[config.mk]
export PLATFORM = sky130hd
export DESIGN_NAME = mem_port_arbiter
export DESIGN_NICKNAME = d
export VERILOG_FILES = /design/src/rtl/mem_arb_pkg.sv /design/src/rtl/mem_wait_timer.sv /design/src/rtl/mem_port_arbiter.sv
export SDC_FILE = /design/constraint.sdc
export NUM_CORES = 1
export LEC_CHECK = 0
export BUFFER_PORTS_ARGS = -buffer_cell sky130_fd_sc_hd__buf_4
export CAP_MARGIN = 20
export CORE_UTILIZATION = 51
export DETAILED_ROUTE_END_ITERATION = 8
export GPL_TIMING_DRIVEN = 0
export MAX_ROUTING_LAYER = met4
export PLACE_DENSITY = 0.89
export SLEW_MARGIN = 20
export SYNTH_ARGS = -nofsm -noshare
export SYNTH_HDL_FRONTEND = slang
export SYNTH_SLANG_ARGS = --single-unit
[constraint.sdc]
create_clock -name clk -period 14 [get_ports clk]
set_input_delay 2.8 -clock clk [delete_from_list [all_inputs] [get_ports clk]]
set_output_delay 2.8 -clock clk [all_outputs]
set_load 0.02 [all_outputs]
[src/rtl/mem_arb_pkg.sv]
// Shared types and constants for the fetch/data memory port arbiter.
package mem_arb_pkg;

  typedef enum logic [1:0] {
    IDLE   = 2'd0,
    BUSY_I = 2'd1,
    BUSY_D = 2'd2
  } state_t;

  typedef enum logic {
    REQ_FETCH = 1'b0,
    REQ_DATA  = 1'b1
  } req_t;

  localparam logic [31:0] TIMEOUT_RDATA = 32'hDEAD_BEEF;

endpackage

[src/rtl/mem_wait_timer.sv]
// Saturating wait counter; expired goes high once MAX_WAIT un-acked cycles have elapsed.
module mem_wait_timer #(
  parameter int MAX_WAIT = 15
) (
  input  logic clk,
  input  logic reset,
  input  logic clear,
  input  logic enable,
  output logic expired
);

  logic [7:0] count;

  always_ff @(posedge clk or posedge reset) begin
    if (reset) begin
      count <= '0;
    end else if (clear) begin
      count <= '0;
    end else if (enable && !expired) begin
      count <= count + 8'd1;
    end
  end

  assign expired = (count == 8'(MAX_WAIT));

endmodule

[src/rtl/mem_port_arbiter.sv]
// Round-robin arbiter sharing one single-ported memory between fetch and load/store ports.
// One transaction in flight at a time; a silent memory is converted into an error response.
module mem_port_arbiter
  import mem_arb_pkg::*;
#(
  parameter int ADDR_W   = 32,
  parameter int DATA_W   = 32,
  parameter int MAX_WAIT = 15
) (
  input  logic                clk,
  input  logic                reset,
  input  logic                if_req,
  input  logic [ADDR_W-1:0]   if_addr,
  output logic [DATA_W-1:0]   if_rdata,
  output logic                if_ack,
  input  logic                d_req,
  input  logic                d_we,
  input  logic [DATA_W/8-1:0] d_be,
  input  logic [ADDR_W-1:0]   d_addr,
  input  logic [DATA_W-1:0]   d_wdata,
  output logic [DATA_W-1:0]   d_rdata,
  output logic                d_ack,
  output logic                err,
  output logic                mem_req,
  output logic                mem_we,
  output logic [DATA_W/8-1:0] mem_be,
  output logic [ADDR_W-1:0]   mem_addr,
  output logic [DATA_W-1:0]   mem_wdata,
  input  logic [DATA_W-1:0]   mem_rdata,
  input  logic                mem_ack
);

  state_t            state;
  req_t              last_grant;
  logic              if_elig;
  logic              d_elig;
  logic              grant_d;
  logic              grant_i;
  logic              busy;
  logic              expired;
  logic              timed_out;
  logic              done;
  logic [DATA_W-1:0] resp_data;

  // A requester still holds req during its own ack cycle, so mask it there.
  assign if_elig   = if_req & ~if_ack;
  assign d_elig    = d_req & ~d_ack;
  assign grant_d   = d_elig & (~if_elig | (last_grant == REQ_FETCH));
  assign grant_i   = if_elig & ~grant_d;
  assign busy      = (state != IDLE);
  assign timed_out = busy & ~mem_ack & expired;
  assign done      = busy & (mem_ack | expired);
  assign resp_data = timed_out ? DATA_W'(TIMEOUT_RDATA) : mem_rdata;

  mem_wait_timer #(
    .MAX_WAIT(MAX_WAIT)
  ) u_wait_timer (
    .clk    (clk),
    .reset  (reset),
    .clear  (~busy),
    .enable (busy & ~mem_ack),
    .expired(expired)
  );

  always_ff @(posedge clk or posedge reset) begin
    if (reset) begin
      state      <= IDLE;
      last_grant <= REQ_FETCH;
      mem_req    <= 1'b0;
      mem_we     <= 1'b0;
      mem_be     <= '0;
      mem_addr   <= '0;
      mem_wdata  <= '0;
      if_ack     <= 1'b0;
      d_ack      <= 1'b0;
      err        <= 1'b0;
      if_rdata   <= '0;
      d_rdata    <= '0;
    end else begin
      if_ack <= 1'b0;
      d_ack  <= 1'b0;
      err    <= 1'b0;
      case (state)
        IDLE: begin
          if (grant_d) begin
            mem_req   <= 1'b1;
            mem_we    <= d_we;
            mem_be    <= d_be;
            mem_addr  <= d_addr;
            mem_wdata <= d_wdata;
            state     <= BUSY_D;
          end else if (grant_i) begin
            mem_req   <= 1'b1;
            mem_we    <= 1'b0;
            mem_be    <= '1;
            mem_addr  <= if_addr;
            mem_wdata <= '0;
            state     <= BUSY_I;
          end
        end
        BUSY_I, BUSY_D: begin
          if (done) begin
            mem_req <= 1'b0;
            err     <= timed_out;
            state   <= IDLE;
            if (state == BUSY_I) begin
              if_ack     <= 1'b1;
              if_rdata   <= resp_data;
              last_grant <= REQ_FETCH;
            end else begin
              d_ack      <= 1'b1;
              // Completed stores return zero; a timed-out store still reports the marker.
              d_rdata    <= (mem_we && !timed_out) ? '0 : resp_data;
              last_grant <= REQ_DATA;
            end
          end
        end
        default: state <= IDLE;
      endcase
    end
  end

endmodule

Word-level counts from Yosys, hierarchy flattened. Index checks and enable logic that the tools add are counted.

Bits in registers: 148. Logic and storage cells: 79.

Add/sub/neg operators: 1. Equality and inequality tests: 6. Muxes and demuxes: 28. Reductions and logical operators: 15. Bitwise operators: 16.

Operators by type and width (number): 32-bit two-way mux (6); 8-bit two-way mux (2); 1-bit two-way mux (13); 3-bit AND reduction (3); 8-bit by 1-bit adder with 8-bit output, second input constant (1); 8-bit by 4-bit equality test with 1-bit output, second input constant (1); 4-bit two-way mux (2); 1-bit AND (7); 1-bit inverter (7); 2-bit two-way mux (3); 2-bit AND reduction (3); 2-bit nonzero test (3); 2-bit one-hot mux with 2 select lines (1); 3-bit != test, second input constant (1); 2-bit by 1-bit equality test with 1-bit output, second input constant (1); 2-bit equality test, second input constant (1); 1-bit logical AND (2); 1-bit logical NOT (2); 2-bit logical NOT (1); 2-bit by 1-bit != test with 1-bit output, second input constant (1); 2-bit != test, second input constant (1); 1-bit bitwise OR (2); 1-bit one-hot mux with 2 select lines (1); 2-bit OR reduction (1).

Depth between registers and ports, before layout. Gate-level depths: netlist of run 1.

Word-level depth: 10. Mapped depth: 9.

By module. Synthesis of run 1 repeated with hierarchy kept, for this count alone.

Cell total of the unflattened synthesis: 610. Area, all modules: 6975.4 sq um.

Modules (own cells, without submodules): mem_port_arbiter (cells an instance 561, area an instance 6507.5 sq um, times used 1, seq. area each 3503.4 sq um); mem_wait_timer (cells an instance 49, area an instance 467.9 sq um, times used 1, seq. area each 200.2 sq um).

Least setup slack after synthesis of run 1. No wires, ideal clock.

Path type: in2reg. From: input if_req. To: register mem_wdata[0]. Required time: 13.879 ns. Path slack: 9.976 ns. Arrival: 3.903 ns. Stages: 7. Path through: nor2b_1 > a21boi_0 > buf_2 > and2_1 > buf_2 > buf_4 > a22o_1.

Longest elaborated chain between the ends: 8. Elaborated cells between the ends (all ways): 9. Classes of those cells: mux (1); bitwise (6); reduce/logical (2).

RTL lines: from (decl) (RTL line mem_port_arbiter.sv:12) `input logic if_req,`; 1-bit AND (*) (RTL line mem_port_arbiter.sv:46) `assign if_elig = if_req & ~if_ack;`; 1-bit inverter (RTL line mem_port_arbiter.sv:48) `assign grant_d = d_elig & (~if_elig | (last_grant == REQ_FETCH));`; 1-bit bitwise OR (RTL line mem_port_arbiter.sv:48); 1-bit AND (RTL line mem_port_arbiter.sv:48); 1-bit inverter (RTL line mem_port_arbiter.sv:49) `assign grant_i = if_elig & ~grant_d;`; 1-bit AND (RTL line mem_port_arbiter.sv:49); 2-bit nonzero test (no source line); 2-bit AND reduction (no source line); to (signal assigned) (RTL line mem_port_arbiter.sv:90) `mem_wdata <= d_wdata;`; to (decl) (RTL line mem_port_arbiter.sv:28) `output logic [DATA_W-1:0] mem_wdata,`.

Every way passes the cells marked *; elsewhere a longest branch is shown, timed or not. A chain may end at the register's enable or synchronous reset.

Worst setup path after layout of run 1.
From: input d_req. To: register mem_addr[0].

Longest elaborated chain between the ends: 6. Elaborated cells between the ends (all ways): 7. Classes of those cells: mux (1); bitwise (4); reduce/logical (2).

RTL lines: from (decl) (RTL line mem_port_arbiter.sv:16) `input logic d_req,`; 1-bit AND (*) (RTL line mem_port_arbiter.sv:47) `assign d_elig = d_req & ~d_ack;`; 1-bit AND (*) (RTL line mem_port_arbiter.sv:48); 1-bit inverter (RTL line mem_port_arbiter.sv:49); 1-bit AND (RTL line mem_port_arbiter.sv:49); 2-bit nonzero test (no source line); 2-bit AND reduction (no source line); to (signal assigned) (RTL line mem_port_arbiter.sv:89) `mem_addr <= d_addr;`; to (signal assigned) (RTL line mem_port_arbiter.sv:96) `mem_addr <= if_addr;`; to (decl) (RTL line mem_port_arbiter.sv:27) `output logic [ADDR_W-1:0] mem_addr,`.

Marks and branches as above.

==> flow_summary.ini, run 1 <==
[status]
status = finished, violations left
violations = DRC

[power]
combPwrFrac = 0.455
p_int_w = 0.00142
p_per_area_mw_per_mm2 = 250
p_sw_w = 0.000867
ir_worst_vdd_v = 0.000166
p_leak_nw = 4.63
seq_power_share = 0.327
switching_share = 0.379
pwr-share-clk = 0.217

[critical_path]
r2r.worst_path.cells = 9
cp_num_buf_inv = 3
end_kind = register
path_delay_family = buffers and inverters
critPathMaxStageDelay_ns = 0.43
cp_max_fo = 10
crit_path_start_kind = input pin
cpMaxStageDelayCell = o21ai_2
arrival_ns = 4.49
rrSetupSlack_ns = 11.72
worst-endpoint-required_ns = 14.33
cp_cell_sequence = buf_4 -> nor2b_1 -> o21ai_2 -> buf_2 -> clkbuf_1 -> nand2_1 -> o21ai_0
worstSetupPathType = input pin to register
cp_num_cells = 7

[floorplan]
coreArea_mm2 = 0.0120
die-width_um = 113
io_pins = 275
start_util = 0.521
dieArea_mm2 = 0.0127
num_rows = 40
die_y_um = 113

[drt]
routed_via_density = 5.59
dr_total_vias = 5386
drt_first_pass_iters = 7
wl_per_cell_um = 19.3
ant_nets = 0
drc = 1
routed_wl_mm = 18.6
drtIter0Drc = 399

[sta]
rsz0062_at_grt = no
min_period_ns = 4.15
worst_slew_pin_slew_ns = 0.509
fin_crit_sh = 0.297
final_hold_viol_count = 0
finalClockSkew_ns = 0.00980
fin_ws_ns = 9.85
fin_setup_tns_ns = 0
setup_viol = 0
relSlewSlack = 0.661
drv_slew = 0
max_clock_freq_mhz = 241

[clock_tree]
insertion_delay_ns = 0.42
post-cts-setup-buffers = 0
htree_levels = 4
cts-resized-gates = 0
cts_root_buf = clkbuf_16
clockBufferDepth = 2
numCtsBuffers = 17
clkSlewWorstSetupHoldPaths_ns = 0.06
holdBufCountCts = 0
tritoncts = yes
cts.sinks = 148

[yosys]
synth-edff-count = 0
syn_inst = 510
netlist_area_mm2 = 0.00623
synth.distinct_cells = 46
synth-seq-cells = 148
synth_seq_area_share = 0.594
synth-main-ff-cell = dfrtp_1
avgSynthCellArea_um2 = 12.2
synthesis.nets = 651
ys_warn_count = 0
synthArstFlopShare = 1.00

[layout]
syn_to_final_growth_pct = 46.8
antenna_cells = 0
drive_gt1_frac = 0.431
nets = 945
fill_cells = 748

[place]
place.gp.congestion = 0.822
post-place-ws_ns = 9.43
io_buffers = 274
hpwl_mm = 13.6

[global_route]
grt_pass1_wl_mm = 29.1
grt_pass1_vias = 5613
grt_max_degree = 86
grt_util_all_layers = 0.309
antenna_found_initial = 0
grt-ovfl-total = 0

[job]
max_cap_violations = 0

[worst_hold_path]
hold_depth = 2
worstHoldPathType = register to register
cell families (layout without fill, tap and decap cells):
family                     count (synthesis)  count (layout)  synth area share
and+or+nand+nor                           74              74            0.0610
buffers and inverters                     66             373            0.0530
AOI/OAI and AO/OA                        158             158             0.173
muxes                                     56              56             0.106
xor gates and xnor gates                   5               5           0.00703
adders and majority gates                  3               3           0.00602
DFF                                      148             148             0.594
synthesized netlist by cell type (all sizes together), types with 3 or more instances:
cell type / n / area (um2)
buf: 15 / 131
nand3b: 9 / 67.6
nor2b: 3 / 21.3
dfrtp: 148 / 3700
a22o: 41 / 359
a2bb2oi: 24 / 210
ha: 3 / 37.5
nand2: 40 / 153
o22a: 4 / 35.0
mux2: 24 / 338
xnor2: 4 / 35.0
o21ai: 76 / 384
mux2i: 32 / 320
a21oi: 6 / 30.0
clkbuf: 20 / 75.1
inv: 31 / 124
nor2: 7 / 26.3
layout make-up:
type	count	area (um2)	share of cell area
Inverter	31	131	0.0144
Clock buffer	22	464	0.0507
Clock inverter	10	178	0.0194
Sequential cell	148	3700	0.405
Buffer	35	206	0.0226
Timing Repair Buffer	275	2080	0.228
Multi-Input combinational cell	296	2200	0.240
Tap cell	147	184	0.0201
power by group through the flow:
stage          clock network (W)  logic [W]  registers (W)
3_5_place_dp                   0    0.00104       0.000743
6_report                0.000497    0.00104       0.000748
5_1_grt                 0.000517    0.00110       0.000766
2_1_floorplan                  0   0.000356       0.000958
4_1_cts                 0.000499    0.00104       0.000745
3_3_place_gp                   0    0.00100       0.000735
per-stage QoR:
stage,power [W],cells,cell area [um2],hold WS [ns],utilization
final,0.00228,964,9150,0.483,0.765
after global routing,0.00238,964,9150,0.513,0.765
after global placement,0.00174,931,8470,0.460,0.708
after floorplan,0.00131,510,6230,0.444,-
after CTS,0.00229,964,9150,0.485,0.765
after detailed placement,0.00178,932,8510,0.472,0.711
tightest hold or removal path: stages, from the launching register on:
cell,delay [ns]
dfrtp_1,0.34
nand2_1,0.04
o21ai_0,0.06
path summary, 6_finish.rpt:
kind / startpoint / to
worst min register to register: mem_addr[29] / mem_addr[29]
min in group asynchronous: reset / mem_addr[14]
worst max register to register: state[0] / d_rdata[10]
max in group asynchronous: reset / d_rdata[1]
worst max-delay path: d_req / mem_addr[0]
worst min-delay path: mem_addr[29] / mem_addr[29]
cell usage in the layout (no fill, tap or decap), types with 2 or more instances in the layout:
cell type,n
bufinv_16,5
clkbuf_16,17
ha_1,3
clkbuf_1,23
inv_8,2
o22a_1,4
o21ai_0,75
buf_12,2
buf_4,282
inv_1,28
nand3b_1,9
dfrtp_1,148
mux2_2,6
a21oi_1,6
mux2_4,18
and3_1,2
nor2b_1,2
xnor2_1,4
clkbuf_8,2
mux2i_1,32
buf_2,4
a2bb2oi_1,24
and2_1,2
a22o_1,41
clkinv_2,4
nor2_1,7
nand3_1,2
nand2_1,39
per-layer routing:
layer / part of all wire / global-route usage / wire, um
met5: 0 / - / 0
met4: 0.027 / 0.132 / 506
met3: 0.054 / 0.0632 / 997
met2: 0.53 / 0.509 / 9780
met1: 0.39 / 0.369 / 7330
flip-flops by register name (all words and copies together) (netlist names):
signal / cells
d_ack: 1
d_rdata: 32
err: 1
if_ack: 1
if_rdata: 32
last_grant: 1
mem_addr: 32
mem_be: 4
mem_req: 1
mem_wdata: 32
mem_we: 1
state: 2
u_wait_timer.count: 8
Note: power is estimated with default switching activity, not from simulation.
==> run 2, diff against run 1 <==
--- a/config.mk
+++ b/config.mk
@@ -7,11 +7,11 @@
 export LEC_CHECK = 0
 export BUFFER_PORTS_ARGS = -buffer_cell sky130_fd_sc_hd__buf_4
 export CAP_MARGIN = 20
-export CORE_UTILIZATION = 51
+export CORE_UTILIZATION = 43
 export DETAILED_ROUTE_END_ITERATION = 8
 export GPL_TIMING_DRIVEN = 0
 export MAX_ROUTING_LAYER = met4
-export PLACE_DENSITY = 0.89
+export PLACE_DENSITY = 0.81
 export SLEW_MARGIN = 20
 export SYNTH_ARGS = -nofsm -noshare
 export SYNTH_HDL_FRONTEND = slang
==> constraint.sdc (replaced) <==
create_clock -name clk -period 3.8 [get_ports clk]
set_input_delay 0.76 -clock clk [delete_from_list [all_inputs] [get_ports clk]]
set_output_delay 0.76 -clock clk [all_outputs]
set_load 0.02 [all_outputs]
==> flow_summary.ini, run 2 (same netlist as run 1, synthesis figures left out) <==
[status]
status = finished clean

[layout]
fill_cells = 1108
finish.utilization = 0.661
final_common_cell = buf_4
multi_input_area_mm2 = 0.00220
antenna_cells = 0
layout.area.seq_mm2 = 0.00370
syn_to_final_growth_pct = 48.4
drive_gt1_frac = 0.435
nets = 949
layout_common_cells = 282 x buf_4, 148 x dfrtp_1, 75 x o21ai_0, 41 x a22o_1, 39 x nand2_1

[drt]
drtIter0Drc = 298
ant_nets = 0
drt_first_pass_iters = 4
routed_wl_mm = 17.8
wl_per_cell_um = 17.8
dr_total_vias = 5158
drc = 0
routed_via_density = 5.15

[critical_path]
worstSetupPathType = register to register
cpMaxStageDelayCell = dfrtp_1
cp_num_buf_inv = 4
cp_max_fo = 10
cp_num_cells = 9
cp_cell_sequence = inv_1 -> ha_1 -> nor2b_2 -> nand2b_1 -> nand2b_2 -> buf_6 -> inv_8 -> buf_12 -> mux2_4
crit_start = state[0]
worst-endpoint-required_ns = 4.11
arrival_ns = 2.61
end_kind = register
path_delay_family = simple AND/OR/NAND/NOR gates
crit_path_start_kind = register
crit_path_end = d_rdata[23]
rr_endpoint = d_rdata[23]
critPathMaxStageDelay_ns = 0.35
r2r_start = state[0]
rrSetupSlack_ns = 1.50
r2r.worst_path.cells = 9

[floorplan]
die-width_um = 122
die_y_um = 122
num_rows = 43
dieArea_mm2 = 0.0150
start_util = 0.446
coreArea_mm2 = 0.0140
io_pins = 275

[place]
post-place-ws_ns = 1.28
hpwl_mm = 13.4
io_buffers = 274
place.gp.congestion = 0.852

[clock_tree]
htree_levels = 4
holdBufCountCts = 0
clockBufferDepth = 2
tritoncts = yes
post-cts-setup-buffers = 0
cts_root_buf = clkbuf_16
clkSlewWorstSetupHoldPaths_ns = 0.06
cts.sinks = 148
insertion_delay_ns = 0.42
numCtsBuffers = 17
cts-resized-gates = 0

[power]
seq_power_share = 0.328
p_sw_w = 0.00315
p_per_area_mw_per_mm2 = 896
combPwrFrac = 0.458
p_int_w = 0.00513
p_leak_nw = 4.65
switching_share = 0.381
ir_worst_vdd_v = 0.000535
pwr-share-clk = 0.214

[global_route]
grt_util_all_layers = 0.251
antenna_found_initial = 0
grt_max_degree = 35
grt_pass1_vias = 5155
grt_pass1_wl_mm = 27.2
grt-ovfl-total = 0

[sta]
fin_ws_ns = 1.50
final_hold_viol_count = 0
max_clock_freq_mhz = 434
min_period_ns = 2.30
finalClockSkew_ns = 0.0100
holdWs_ns = 0.289
relSlewSlack = 0.622
rsz0062_at_grt = no
drv_slew = 0
worst_slew_pin_slew_ns = 0.567
setup_viol = 0
fin_setup_tns_ns = 0
fin_crit_sh = 0.606

[job]
max_cap_violations = 0

[worst_hold_path]
worstHoldPathType = input pin to asynchronous set/reset pin
==> run 2: cell count changes in the layout (fill, tap and decap cells not counted), sizes merged <==
cell | previous run | this run
bufinv | 5 | 4
clkbuf | 42 | 39
clkinvlp | 1 | 5
buf | 290 | 294
==> run 2: stage by stage <==
step	area, um2	total power [W]	instances
after floorplan	6240	0.00484	510
after global routing	9250	0.00869	1001
after CTS	9250	0.00833	1001
after detailed placement	8630	0.00655	969
after global placement	8520	0.00645	964
final	9250	0.00828	1001
==> run 2: cell type report <==
cell class	instances	area share
Sequential cell	148	0.400
Multi-Input combinational cell	296	0.238
Timing Repair Buffer	279	0.235
Clock buffer	19	0.0468
Tap cell	180	0.0244
Buffer	35	0.0223
Clock inverter	13	0.0198
Inverter	31	0.0138
==> run 2: power by group through the flow <==
stage                     Sequential, W  Clock, W  Combinational (W)
final                           0.00272   0.00177            0.00379
after global routing            0.00281   0.00185            0.00403
after CTS                       0.00272   0.00178            0.00383
after detailed placement        0.00271         0            0.00383
after global placement          0.00271         0            0.00374
after floorplan                 0.00353         0            0.00131
==> run 2: how the worst min path moves through the flow <==
stage	start	end	slack (ns)	depth (start not counted)
2_1_floorplan	last_grant	last_grant	0.44	1
3_3_place_gp	last_grant	last_grant	0.46	1
3_5_place_dp	last_grant	last_grant	0.46	1
4_1_cts	reset	if_rdata[6]	0.29	2
5_1_grt	reset	if_rdata[7]	0.29	2
6_report	reset	d_rdata[10]	0.29	2
==> run 2: routing by layer <==
layer / vias to the layer above / global-route usage / part of all wire / routed length (um)
met5: - / - / 0 / 0
li1: 2399 / - / - / -
met2: 159 / 0.387 / 0.51 / 9050
met4: 0 / 0.0922 / 0.022 / 398
met1: 2570 / 0.323 / 0.42 / 7520
met3: 30 / 0.0581 / 0.047 / 830
==> run 2: worst register-to-register path, delay by kind of cell, from the launching register on <==
kind,cells,cell delay [ns]
and+or+nand+nor,3,0.75
buffers and inverters,4,0.45
DFF,1,0.35
adders and majority gates,1,0.34
muxes,1,0.31
==> run 3, diff against run 2 <==
--- a/config.mk
+++ b/config.mk
@@ -5,13 +5,14 @@
 export SDC_FILE = /design/constraint.sdc
 export NUM_CORES = 1
 export LEC_CHECK = 0
+export ABC_AREA = 1
 export BUFFER_PORTS_ARGS = -buffer_cell sky130_fd_sc_hd__buf_4
 export CAP_MARGIN = 20
-export CORE_UTILIZATION = 43
+export CORE_UTILIZATION = 48
 export DETAILED_ROUTE_END_ITERATION = 8
 export GPL_TIMING_DRIVEN = 0
 export MAX_ROUTING_LAYER = met4
-export PLACE_DENSITY = 0.81
+export PLACE_DENSITY = 0.84
 export SLEW_MARGIN = 20
 export SYNTH_ARGS = -nofsm -noshare
 export SYNTH_HDL_FRONTEND = slang
==> constraint.sdc (replaced) <==
create_clock -name clk -period 2.24 [get_ports clk]
set_input_delay 0.448 -clock clk [delete_from_list [all_inputs] [get_ports clk]]
set_output_delay 0.448 -clock clk [all_outputs]
set_load 0.02 [all_outputs]
==> flow_summary.ini, run 3 <==
[status]
status = finished clean

[power]
p_per_area_mw_per_mm2 = 1430
switching_share = 0.404
p_int_w = 0.00800
finalPower_w = 0.0134
seq_power_share = 0.338
combPwrFrac = 0.459
p_leak_nw = 5.09
p_sw_w = 0.00543
pwr-share-clk = 0.203
ir_worst_vdd_v = 0.000781

[global_route]
grt_max_degree = 35
globalRouteMet1Util = 0.363
grt_pass1_vias = 6133
use_met2 = 0.476
grt_util_all_layers = 0.296
grt-ovfl-total = 0
grt_pass1_wl_mm = 31.2
busiest_layer = met2
grtUsageMet3 = 0.0620
antenna_found_initial = 0

[yosys]
synth-main-ff-cell = dfrtp_1
synth.distinct_cells = 24
avgSynthCellArea_um2 = 8.71
synth-edff-count = 0
synth_seq_area_share = 0.574
post-synth-top-count-cell = nand2_1
ys_warn_count = 0
synth_top_area_frac = 0.574
synth_top_area_cell = dfrtp_1
synth-seq-cells = 148
synthesis.nets = 882
syn_inst = 741
synth_common_cells = 253 x nand2_1, 148 x dfrtp_1, 68 x a21oi_1
netlist_area_mm2 = 0.00645
synthArstFlopShare = 1.00
yosys-top-cells-area = dfrtp_1 57%, nand2_1 15%, a21oi_1 5.3%

[clock_tree]
cts.sinks = 148
cts_root_buf = clkbuf_16
htree_levels = 4
holdBufCountCts = 0
numCtsBuffers = 17
insertion_delay_ns = 0.41
post-cts-setup-buffers = 0
clkSlewWorstSetupHoldPaths_ns = 0.06
clockBufferDepth = 2
cts-resized-gates = 0
tritoncts = yes

[sta]
holdWs_ns = 0.150
relSlewSlack = 0.525
setup_viol = 0
finalClockSkew_ns = 0.00756
min_period_ns = 1.97
fin_ws_ns = 0.268
rsz0062_at_grt = no
fin_setup_tns_ns = 0
drv_slew = 0
worst_slew_pin_slew_ns = 0.712
max_clock_freq_mhz = 507
final_hold_viol_count = 0
fin_crit_sh = 0.881

[worst_hold_path]
worstHoldPathType = input pin to asynchronous set/reset pin

[floorplan]
die-width_um = 118
die_y_um = 118
io_pins = 275
dieArea_mm2 = 0.0139
coreArea_mm2 = 0.0129
num_rows = 41
start_util = 0.501

[critical_path]
cpMostUsedCell = nand2_1
path_delay_family = simple AND/OR/NAND/NOR gates
worstSetupPathType = register to register
worst-endpoint-required_ns = 2.54
cp_cell_sequence = ha_1 -> nand3_2 -> o21bai_4 -> nand4_1 -> buf_2 -> nand2_1 -> nand2_1
critPathMaxStageDelay_ns = 0.39
rr_endpoint = d_rdata[3]
cp_num_buf_inv = 1
crit_path_start_kind = register
r2r_start = u_wait_timer.count[0]
end_kind = register
rrSetupSlack_ns = 0.27
cpMaxStageDelayCell = dfrtp_1
r2r.worst_path.cells = 7
cp_max_fo = 10
arrival_ns = 2.27

[drt]
wl_per_cell_um = 16.1
drt_first_pass_iters = 5
routed_wl_mm = 19.7
ant_nets = 0
drc = 0
routed_via_density = 5.10
drtIter0Drc = 359
dr_total_vias = 6236

[layout]
fill_cells = 999
multi_input_area_mm2 = 0.00233
drive_gt1_frac = 0.330
nets = 1179
syn_to_final_growth_pct = 45.4
final_common_cell = buf_4
layout.area.seq_mm2 = 0.00370
layout_common_cells = 279 x buf_4, 253 x nand2_1, 148 x dfrtp_1, 68 x a21oi_1, 52 x nor2_1
antenna_cells = 0

[place]
post-place-ws_ns = 0.169
place.gp.congestion = 0.875
hpwl_mm = 14.3
io_buffers = 274

[job]
max_cap_violations = 0
-- run 3: changes by cell type in the layout (fill, tap and decap cells not counted), sizes merged, moves of 32 or more --
cell / change
mux2i: -32
a21oi: +62
o21ai: -45
nor2: +49
nand3: +39
nand2: +214
-- run 3: power by group through the flow --
| stage | Sequential, W | Clock [W] | Combinational, W |
|---|---|---|---|
| after floorplan | 0.00578 | 0 | 0.00213 |
| after global placement | 0.00451 | 0 | 0.00600 |
| after detailed placement | 0.00452 | 0 | 0.00616 |
| after CTS | 0.00452 | 0.00276 | 0.00618 |
| after global routing | 0.00465 | 0.00287 | 0.00663 |
| final | 0.00454 | 0.00273 | 0.00616 |
-- run 3: layout make-up --
cell class / instances / area share
sequential: 148 / 0.395
multi-input combinational: 498 / 0.248
timing repair buffer: 278 / 0.228
clock buffer: 23 / 0.0531
buffer: 44 / 0.0247
tap: 172 / 0.0229
inverter: 51 / 0.0208
clock inverter: 8 / 0.00800
-- run 3: kinds of logic (layout without fill, tap and decap cells) --
family	Yosys count	count (layout)	synth area share
AOI/OAI and AO/OA	137	137	0.130
adders and majority gates	3	3	0.00582
buffers and inverters	95	404	0.0654
DFF	148	148	0.574
and+or+nand+nor	358	358	0.225
-- run 3: how the worst max path moves through the flow --
stage                                startpoint  depth (start not counted)            end
final                     u_wait_timer.count[0]                          7     d_rdata[3]
after global routing      u_wait_timer.count[0]                          7     d_rdata[7]
after CTS                              state[0]                          8   if_rdata[14]
after detailed placement                  d_req                          7  mem_wdata[15]
after global placement                    reset                          2   mem_addr[24]
after floorplan                           reset                          1          d_ack
-- run 3: stage by stage --
step / instance area, um2 / instances / utilization
finish: 9380 / 1222 / 0.729
global route: 9380 / 1222 / 0.729
CTS: 9380 / 1222 / 0.729
detailed placement: 8810 / 1191 / 0.684
global placement: 8730 / 1187 / 0.678
floorplan: 6450 / 741 / -
-- run 3: per-layer routing --
layer	vias up	share of wire
met3	43	0.061
met4	0	0.026
met2	257	0.49
met5	-	0
met1	2947	0.42
li1	2989	-
